$ cat src/rtl/obi_mem_arb_pkg.sv
// Shared types for the instr/data OBI arbiter in front of the single-port word memory.
package obi_mem_arb_pkg;

  typedef enum logic [1:0] {
    OWN_NONE  = 2'd0,
    OWN_INSTR = 2'd1,
    OWN_DATA  = 2'd2
  } owner_e;

  typedef enum logic {
    FAV_DATA  = 1'b0,
    FAV_INSTR = 1'b1
  } arb_state_e;

  typedef struct packed {
    owner_e owner;
    logic   we;
  } rsp_entry_t;

  localparam rsp_entry_t RSP_IDLE = '{owner: OWN_NONE, we: 1'b0};
  localparam logic [3:0] BE_ALL   = 4'hF;

endpackage

$ cat src/rtl/obi_mem_arb_rsp_pipe.sv
// Tracks who owns each outstanding memory access; the head entry lines up with
// the read data coming back MEM_LAT cycles after the grant.
module obi_mem_arb_rsp_pipe
  import obi_mem_arb_pkg::*;
#(
  parameter int MEM_LAT = 1
) (
  input  logic       i_clk,
  input  logic       i_rst,
  input  rsp_entry_t i_entry,
  output rsp_entry_t o_head
);

  rsp_entry_t r_pipe [MEM_LAT];

  always_ff @(posedge i_clk or posedge i_rst) begin
    if (i_rst) begin
      for (int k = 0; k < MEM_LAT; k++) r_pipe[k] <= RSP_IDLE;
    end else begin
      r_pipe[0] <= i_entry;
      for (int k = 1; k < MEM_LAT; k++) r_pipe[k] <= r_pipe[k-1];
    end
  end

  assign o_head = r_pipe[MEM_LAT-1];

endmodule

$ cat src/rtl/obi_mem_arbiter.sv
// Shares one single-port synchronous word memory between the cv32e40p instr and
// data OBI ports: one combinational grant per cycle, in-order response routing.
module obi_mem_arbiter
  import obi_mem_arb_pkg::*;
#(
  parameter int ADDR_W       = 32,
  parameter int MEM_LAT      = 1,
  parameter int STARVE_LIMIT = 4
) (
  input  logic              clk_i,
  input  logic              rst_i,
  input  logic              instr_req_i,
  input  logic [ADDR_W-1:0] instr_addr_i,
  output logic              instr_gnt_o,
  output logic              instr_rvalid_o,
  output logic [31:0]       instr_rdata_o,
  input  logic              data_req_i,
  input  logic [ADDR_W-1:0] data_addr_i,
  input  logic              data_we_i,
  input  logic [3:0]        data_be_i,
  input  logic [31:0]       data_wdata_i,
  output logic              data_gnt_o,
  output logic              data_rvalid_o,
  output logic [31:0]       data_rdata_o,
  output logic              mem_req_o,
  output logic [ADDR_W-1:0] mem_addr_o,
  output logic              mem_we_o,
  output logic [3:0]        mem_be_o,
  output logic [31:0]       mem_wdata_o,
  input  logic [31:0]       mem_rdata_i
);

  localparam int              CNT_W   = $clog2(STARVE_LIMIT + 1);
  localparam logic [CNT_W-1:0] LIMIT_C = CNT_W'(STARVE_LIMIT);

  arb_state_e       r_state, w_state_nxt;
  logic [CNT_W-1:0] r_starve_cnt, w_cnt_nxt;
  logic             w_instr_gnt, w_data_gnt;
  rsp_entry_t       w_rsp_in, w_rsp_head;
  logic             w_unused_addr_lsbs;

  // Byte offsets never reach the word memory.
  assign w_unused_addr_lsbs = ^{instr_addr_i[1:0], data_addr_i[1:0]};

  always_ff @(posedge clk_i or posedge rst_i) begin
    if (rst_i) begin
      r_state      <= FAV_DATA;
      r_starve_cnt <= '0;
    end else begin
      r_state      <= w_state_nxt;
      r_starve_cnt <= w_cnt_nxt;
    end
  end

  always_comb begin
    w_instr_gnt = 1'b0;
    w_data_gnt  = 1'b0;
    w_state_nxt = r_state;
    w_cnt_nxt   = r_starve_cnt;
    // Grants are suppressed while reset is held so the memory sees no access.
    if (!rst_i) begin
      unique case (r_state)
        FAV_INSTR: begin
          w_instr_gnt = instr_req_i;
          w_data_gnt  = data_req_i & ~instr_req_i;
        end
        default: begin
          w_data_gnt  = data_req_i;
          w_instr_gnt = instr_req_i & ~data_req_i;
        end
      endcase
    end
    if (w_instr_gnt || !instr_req_i) w_cnt_nxt = '0;
    else if (r_starve_cnt != LIMIT_C) w_cnt_nxt = r_starve_cnt + CNT_W'(1);
    unique case (r_state)
      FAV_INSTR: if (w_instr_gnt) w_state_nxt = FAV_DATA;
      default:   if (w_cnt_nxt == LIMIT_C) w_state_nxt = FAV_INSTR;
    endcase
  end

  always_comb begin
    mem_addr_o  = '0;
    mem_we_o    = 1'b0;
    mem_be_o    = 4'h0;
    mem_wdata_o = 32'h0;
    w_rsp_in    = RSP_IDLE;
    if (w_instr_gnt) begin
      mem_addr_o     = {instr_addr_i[ADDR_W-1:2], 2'b00};
      mem_be_o       = BE_ALL;
      w_rsp_in.owner = OWN_INSTR;
    end else if (w_data_gnt) begin
      mem_addr_o     = {data_addr_i[ADDR_W-1:2], 2'b00};
      mem_we_o       = data_we_i;
      mem_be_o       = data_be_i;
      mem_wdata_o    = data_wdata_i;
      w_rsp_in.owner = OWN_DATA;
      w_rsp_in.we    = data_we_i;
    end
  end

  assign instr_gnt_o = w_instr_gnt;
  assign data_gnt_o  = w_data_gnt;
  assign mem_req_o   = w_instr_gnt | w_data_gnt;

  obi_mem_arb_rsp_pipe #(
    .MEM_LAT (MEM_LAT)
  ) u_rsp_pipe (
    .i_clk   (clk_i),
    .i_rst   (rst_i),
    .i_entry (w_rsp_in),
    .o_head  (w_rsp_head)
  );

  always_comb begin
    instr_rvalid_o = 1'b0;
    instr_rdata_o  = 32'h0;
    data_rvalid_o  = 1'b0;
    data_rdata_o   = 32'h0;
    // Write acks carry no data; the memory bus is undefined on those cycles.
    unique case (w_rsp_head.owner)
      OWN_INSTR: begin
        instr_rvalid_o = 1'b1;
        instr_rdata_o  = mem_rdata_i;
      end
      OWN_DATA: begin
        data_rvalid_o = 1'b1;
        data_rdata_o  = w_rsp_head.we ? 32'h0 : mem_rdata_i;
      end
      default: ;
    endcase
  end

endmodule
$ cat config.mk
export PLATFORM = sky130hd
export DESIGN_NAME = obi_mem_arbiter
export DESIGN_NICKNAME = d
export VERILOG_FILES = /design/src/rtl/obi_mem_arb_pkg.sv /design/src/rtl/obi_mem_arb_rsp_pipe.sv /design/src/rtl/obi_mem_arbiter.sv
export SDC_FILE = /design/constraint.sdc
export NUM_CORES = 1
export LEC_CHECK = 0
export ABC_AREA = 1
export CAP_MARGIN = 10
export CORE_AREA = 3 3 105 107
export DETAILED_ROUTE_END_ITERATION = 10
export DIE_AREA = 0 0 108 110
export HOLD_SLACK_MARGIN = 0.1
export PLACE_DENSITY_LB_ADDON = 0.15
export SYNTH_ARGS = -nofsm -noshare
export SYNTH_HDL_FRONTEND = slang
export SYNTH_SLANG_ARGS = --single-unit
$ cat constraint.sdc
create_clock -name clk_i -period 1.5 [get_ports clk_i]
set_input_delay 0.3 -clock clk_i [delete_from_list [all_inputs] [get_ports clk_i]]
set_output_delay 0.3 -clock clk_i [all_outputs]
set_load 0.05 [all_outputs]
==> results of run 1 <==
what timing repair did:
action,4_1_cts,5_1_grt
pin swaps,9,13
setup buffers,17,4
gates resized for setup,124,28
endpoints found under the setup margin,135,137
gates cloned,6,2
worst register-to-register path, delay by kind of cell, from the launching register on:
| family | cells | cell delay (ns) |
|---|---|---|
| buffers and inverters | 9 | 1.03 |
| flip-flops | 1 | 0.40 |
| AND/OR/NAND/NOR | 4 | 0.20 |
flip-flops by register name, summed over array words and instances, names as in the netlist:
register and cells:
r_starve_cnt 3, u_rsp_pipe.o_head 3, r_state 1
final cells by class:
cell class	count	area (µm²)	share of cell area (%)
sequential	7	176	2.48
inverter	79	312	4.37
tap	136	170	2.39
multi-input combinational	225	1790	25.1
clock buffer	4	45.0	0.632
timing repair buffer	307	4630	65.0
stage by stage:
step / setup TNS (ns) / util, %
floorplan: -11.36 / -
global placement: -23.39 / 60.9
detailed placement: -23.88 / 60.9
CTS: -24.72 / 68.6
global route: -30.77 / 69.6
finish: -22.84 / 69.6
cells in the mapped netlist:
library cell    n
nand2_1       112
nor2_1        100
inv_1          76
buf_2           9
dfrtp_1         7
buf_4           5
buf_6           3
nand3_1         3
a21oi_1         2
ha_1            2
inv_4           2
a31oi_1         1
conb_1          1
inv_2           1
nand2_2         1
nand3_4         1
nor2_2          1
routing by layer:
metal	share of wire (%)	vias up	global-route usage, %
li1	-	1488	-
met1	32	1357	17.6
met2	55	173	34.0
met3	12	14	6.23
met4	1.8	0	4.78
met5	0	-	0
worst max path at each step:
stage / depth (start not counted) / from / slack [ns] / end
3_5_place_dp: 9 / instr_req_i / -0.38 / mem_addr_o[31]
2_1_floorplan: 4 / r_state$_DFF_PP0_ / -0.22 / mem_wdata_o[23]
4_1_cts: 8 / r_state$_DFF_PP0_ / -0.26 / mem_addr_o[18]
5_1_grt: 7 / r_state$_DFF_PP0_ / -0.32 / mem_addr_o[25]
3_3_place_gp: 9 / instr_req_i / -0.38 / mem_addr_o[31]
6_report: 7 / r_state$_DFF_PP0_ / -0.27 / mem_addr_o[25]
report_power, final:
group / leakage (µW) / total (µW) / internal [µW] / switching, µW
Sequential: 0.0000917 / 228 / 210 / 18.2
Clock: 0.0000228 / 260 / 183 / 77.0
Combinational: 0.00305 / 2910 / 1440 / 1480
Total: 0.00316 / 3400 / 1830 / 1570
cells by family after synthesis:
family	synth area share (%)
fa+ha+maj	1.69
simple gates	56.9
other cells	0.254
flops	11.8
compound gates	1.10
buf+inv	28.3
==> flow_metrics.tcl, run 1 <==
set metrics [dict create \
    status "complete, but fails checks" \
    violations "setup timing" \
    clock-root-buffer "clkbuf_8" \
    cts_made_buffers 3 \
    cp_cell_sequence "nand2_2, nand3_4, inv_8, clkbuf_16, nand2_1, nand2_4, buf_12" \
    yosysSeqAreaShare_pct 11.8 \
    synth_cell_types 17 \
    rows 37 \
    critPathRequiredTime_ns 1.20 \
    area_growth_pct 382 \
    htree_levels 1 \
    first_iter_violations 115 \
    antenna_found_initial 0 \
    drt.antenna.violating_nets 0 \
    grt_pass1_wl_mm 16.2 \
    place.gp.congestion 0.781 \
    drc_errors 0 \
    cts_hold_buffers 0 \
    layout.nets 762 \
    finalSetupViolCount 136 \
    die_h_um 110 \
    core_area_mm2 0.0102 \
    fin_skew_ns 0.00134 \
    dieArea_mm2 0.0119 \
    cts.clk_slew.worst_paths_ns 0.04 \
    drtPass1Iterations 4 \
    r2r-start "r_state$_DFF_PP0_" \
    diodes 0 \
    pre_cts_ws_ns -0.376 \
    crit_buf_inv 3 \
    synthTopCellsByArea "nand2_1 28%, nor2_1 25%, inv_1 19%" \
    critical_path_class "flop to primary output" \
    drive_above_1_share_pct 55.1 \
    die_x_um 108 \
    final_common_cell "buf_12" \
    final_cell_mix "152 x buf_12, 129 x clkdlybuf4s50_1, 73 x inv_1" \
    syn_area_mm2 0.00148 \
    final_max_slew_viol_count 0 \
    endpoint_kind "primary output" \
    grt_max_degree 28 \
    crit_path_max_incr_delay_ns 0.41 \
    fin_crit_ns 1.77 \
    startpoint_type "flop" \
    clk-insertion-delay-late_ns 0.23 \
    route.vias.total 3032 \
    post-dp-hpwl_mm 8.98 \
    rsz0062_at_grt "yes" \
    powerDensity_mw_per_mm2 478 \
    final_cell_area_mm2 0.00712 \
    critPathMaxFanout 9 \
    vdd_drop_max_uv 232 \
    syn_area_per_cell_um2 4.52 \
    rr_endpoint "r_state$_DFF_PP0_" \
    yosys_register_bits 7 \
    grt_util_all_layers_pct 17.5 \
    reg2reg_slack_ns -0.24 \
    placed_area_mm2 0.00623 \
    whs_ns 0.252 \
    netlist_instances 327 \
    clk_path_buf_depth 2 \
    grt_overflow 0 \
    hp-class "input port to async pin" \
    fillers 760 \
    total_power_uw 3400 \
    viasPerCell 4.00 \
    clkSinkCount 7 \
    critPathTopFamily "simple AND/OR/NAND/NOR gates" \
    wl_mm 11.0 \
    cts_tree "done" \
    io_buffers 268 \
    min_period_over_period_pct 118 \
    r2r_cells 13 \
    slowest_stage "dfrtp_1" \
    yosys.area.top_type "nand2_1" \
    dpl.cell_count 729 \
    ios 275 \
    worst_ep_arrival_time_ns 1.47 \
    fmax_mhz 567 \
    stdcell_count 758 \
    yosysTopAreaCellShare_pct 28.4 \
    wl_per_cell_um 14.6 \
    power_leakage_uw 0.00316 \
    finalHoldViolations 0 \
    yosys_warnings 0 \
    grt_pass1_vias 3153 \
    max_cap_viol_count 0 \
    start_util_pct 14.5 \
    setup_slack_ns -0.265 \
]
No activity file was read; power rests on OpenSTA's default activity.
==> run 2: changes to the inputs <==
--- a/config.mk
+++ b/config.mk
@@ -7,9 +7,9 @@
 export LEC_CHECK = 0
 export ABC_AREA = 1
 export CAP_MARGIN = 10
-export CORE_AREA = 3 3 105 107
+export CORE_AREA = 2 2 107 109
 export DETAILED_ROUTE_END_ITERATION = 10
-export DIE_AREA = 0 0 108 110
+export DIE_AREA = 0 0 109 111
 export HOLD_SLACK_MARGIN = 0.1
 export PLACE_DENSITY_LB_ADDON = 0.15
 export SYNTH_ARGS = -nofsm -noshare
==> run 2 against run 1 <==
Effect of this change: the run still ends with setup timing left; flip-flop and latch count unchanged; global-route usage decreased by 1.4 points; via count decreased by 1.2%; routed wire length decreased by 5.0%; maximum frequency increased by 3.0%; power increased by 3.1%.
==> flow_metrics.tcl, run 2 (synthesis results as in run 1) <==
set metrics [dict create \
    p_seq_share_pct 6.5 \
    powerDensity_mw_per_mm2 497 \
    grt_pass1_vias 3131 \
    final_common_cell "buf_12" \
    finalHoldViolations 0 \
    hp-class "input port to async pin" \
    grtUsageMet3_pct 5.29 \
    final_cell_mix "143 x buf_12, 129 x clkdlybuf4s50_1, 73 x inv_1" \
    vdd_drop_max_uv 333 \
    crit_path_max_incr_delay_ns 0.41 \
    violations "setup timing" \
    clk_path_buf_depth 2 \
    core_area_mm2 0.0111 \
    layout.nets 757 \
    fin_crit_ns 1.71 \
    endpoint_kind "primary output" \
    htree_levels 1 \
    clock-root-buffer "clkbuf_16" \
    slowest_stage "dfrtp_1" \
    clkSinkCount 7 \
    cts_made_buffers 3 \
    wl_mm 10.5 \
    fmax_mhz 584 \
    grt.met2_usage_pct 32.1 \
    area_growth_pct 377 \
    critical_path_class "flop to primary output" \
    fillers 838 \
    cp_cell_sequence "nand2_2, nand3_4, inv_4, buf_12, nand2_1, nand2_4, buf_12" \
    p_int_uw 1940 \
    antenna_found_initial 1 \
    pwr-share-clk_pct 12.8 \
    grt_busiest_layer "met2" \
    wl_per_cell_um 13.8 \
    grt_pass1_wl_mm 15.4 \
    rows 39 \
    cts_tree "done" \
    setup_tns_ns -22.13 \
    critPathMostFrequentCell "buf_12" \
    drc_errors 0 \
    start_util_pct 13.4 \
    switchingPower_uw 1570 \
    critPathMaxFanout 20 \
    drtPass1Iterations 4 \
    worst_ep_arrival_time_ns 1.41 \
    first_iter_violations 58 \
    grt_max_degree 27 \
    route.vias.total 2995 \
    cts.clk_slew.worst_paths_ns 0.04 \
    rsz0062_at_grt "yes" \
    critPathRequiredTime_ns 1.20 \
    grt_overflow 0 \
    drt.antenna.violating_nets 0 \
    status "complete, but fails checks" \
    io_buffers 268 \
    setup_slack_ns -0.213 \
    total_power_uw 3510 \
    p_sw_share_pct 44.8 \
    grtUsageMet1_pct 15.8 \
    post-dp-hpwl_mm 8.38 \
    dieArea_mm2 0.0121 \
    startpoint_type "flop" \
    whs_ns 0.247 \
    drive_above_1_share_pct 53.0 \
    final_max_slew_viol_count 0 \
    fin_skew_ns 0.000933 \
    ios 275 \
    power_leakage_uw 0.00312 \
    clk-insertion-delay-late_ns 0.23 \
    die_h_um 111 \
    finalSetupViolCount 135 \
    min_period_over_period_pct 114 \
    viasPerCell 3.94 \
    die_x_um 109 \
    max_cap_viol_count 0 \
    p_comb_share_pct 80.7 \
    grt_util_all_layers_pct 16.1 \
    place.gp.congestion 0.791 \
]
## run 2: worst paths after layout
kind	start	endpoint	slack (ns)	cells past startpoint
min in group clk_i	instr_req_i	r_starve_cnt[1]$_DFF_PP0_	0.38	3
worst max register to register	r_state$_DFF_PP0_	r_starve_cnt[2]$_DFF_PP0_	0.23	7
worst max-delay path	r_state$_DFF_PP0_	mem_addr_o[30]	-0.21	7
max in group asynchronous	rst_i	r_state$_DFF_PP0_	1.13	3
worst min register to register	r_state$_DFF_PP0_	r_state$_DFF_PP0_	0.60	2
worst min-delay path	rst_i	r_starve_cnt[1]$_DFF_PP0_	0.25	3
## run 2: per-stage QoR
stage,setup WS (ns),instance area (µm²),std cells,utilization (%)
after floorplan,-0.224,1970,328,-
after detailed placement,-0.414,6220,739,56.2
after global placement,-0.400,6220,739,56.2
after global routing,-0.278,7060,761,63.8
final,-0.213,7060,761,63.8
after CTS,-0.218,6890,754,62.2
## run 2: metal layers
metal / part of all wire [%] / routed length, µm
met5: 0 / 0
met4: 0.69 / 72
met3: 12 / 1240
met2: 56 / 5820
met1: 32 / 3350
## run 2: power groups by stage
stage	combinational, µW	clock (µW)	sequential [µW]
3_3_place_gp	2550	0	224
3_5_place_dp	2570	0	227
4_1_cts	2780	454	227
6_report	2830	448	228
5_1_grt	2950	464	230
2_1_floorplan	1220	0	223
## run 2: critical path, delay by kind of cell (launching register included)
kind	cells	cell delay, ns
flip-flops	1	0.41
buffers and inverters	3	0.39
AND/OR/NAND/NOR	4	0.37
## run 2: repair_timing
action / 4_1_cts / 5_1_grt
cloned: 5 / 4
setup buffers: 6 / 3
resized for setup: 123 / 13
hold buffers: 0 / 0
setup endpoints to repair: 135 / 135
pin swaps: 8 / 5
## run 2: final cells by class
class | count | area [µm²] | share of cell area, %
timing repair buffer | 302 | 4590 | 65.0
multi-input combinational | 225 | 1720 | 24.3
inverter | 79 | 319 | 4.52
tap | 143 | 179 | 2.53
sequential | 7 | 175 | 2.48
clock buffer | 3 | 75.1 | 1.06
clock inverter | 1 | 5.00 | 0.0709
antenna | 1 | 2.50 | 0.0354
==> run 3: changes to the inputs <==
--- a/config.mk
+++ b/config.mk
@@ -10,7 +10,7 @@
 export CORE_AREA = 2 2 107 109
 export DETAILED_ROUTE_END_ITERATION = 10
 export DIE_AREA = 0 0 109 111
-export HOLD_SLACK_MARGIN = 0.1
+export HOLD_SLACK_MARGIN = 0.05
 export PLACE_DENSITY_LB_ADDON = 0.15
 export SYNTH_ARGS = -nofsm -noshare
 export SYNTH_HDL_FRONTEND = slang
==> results of run 3 <==
No change in the layout: final DEF, timing and power equal those of run 2.
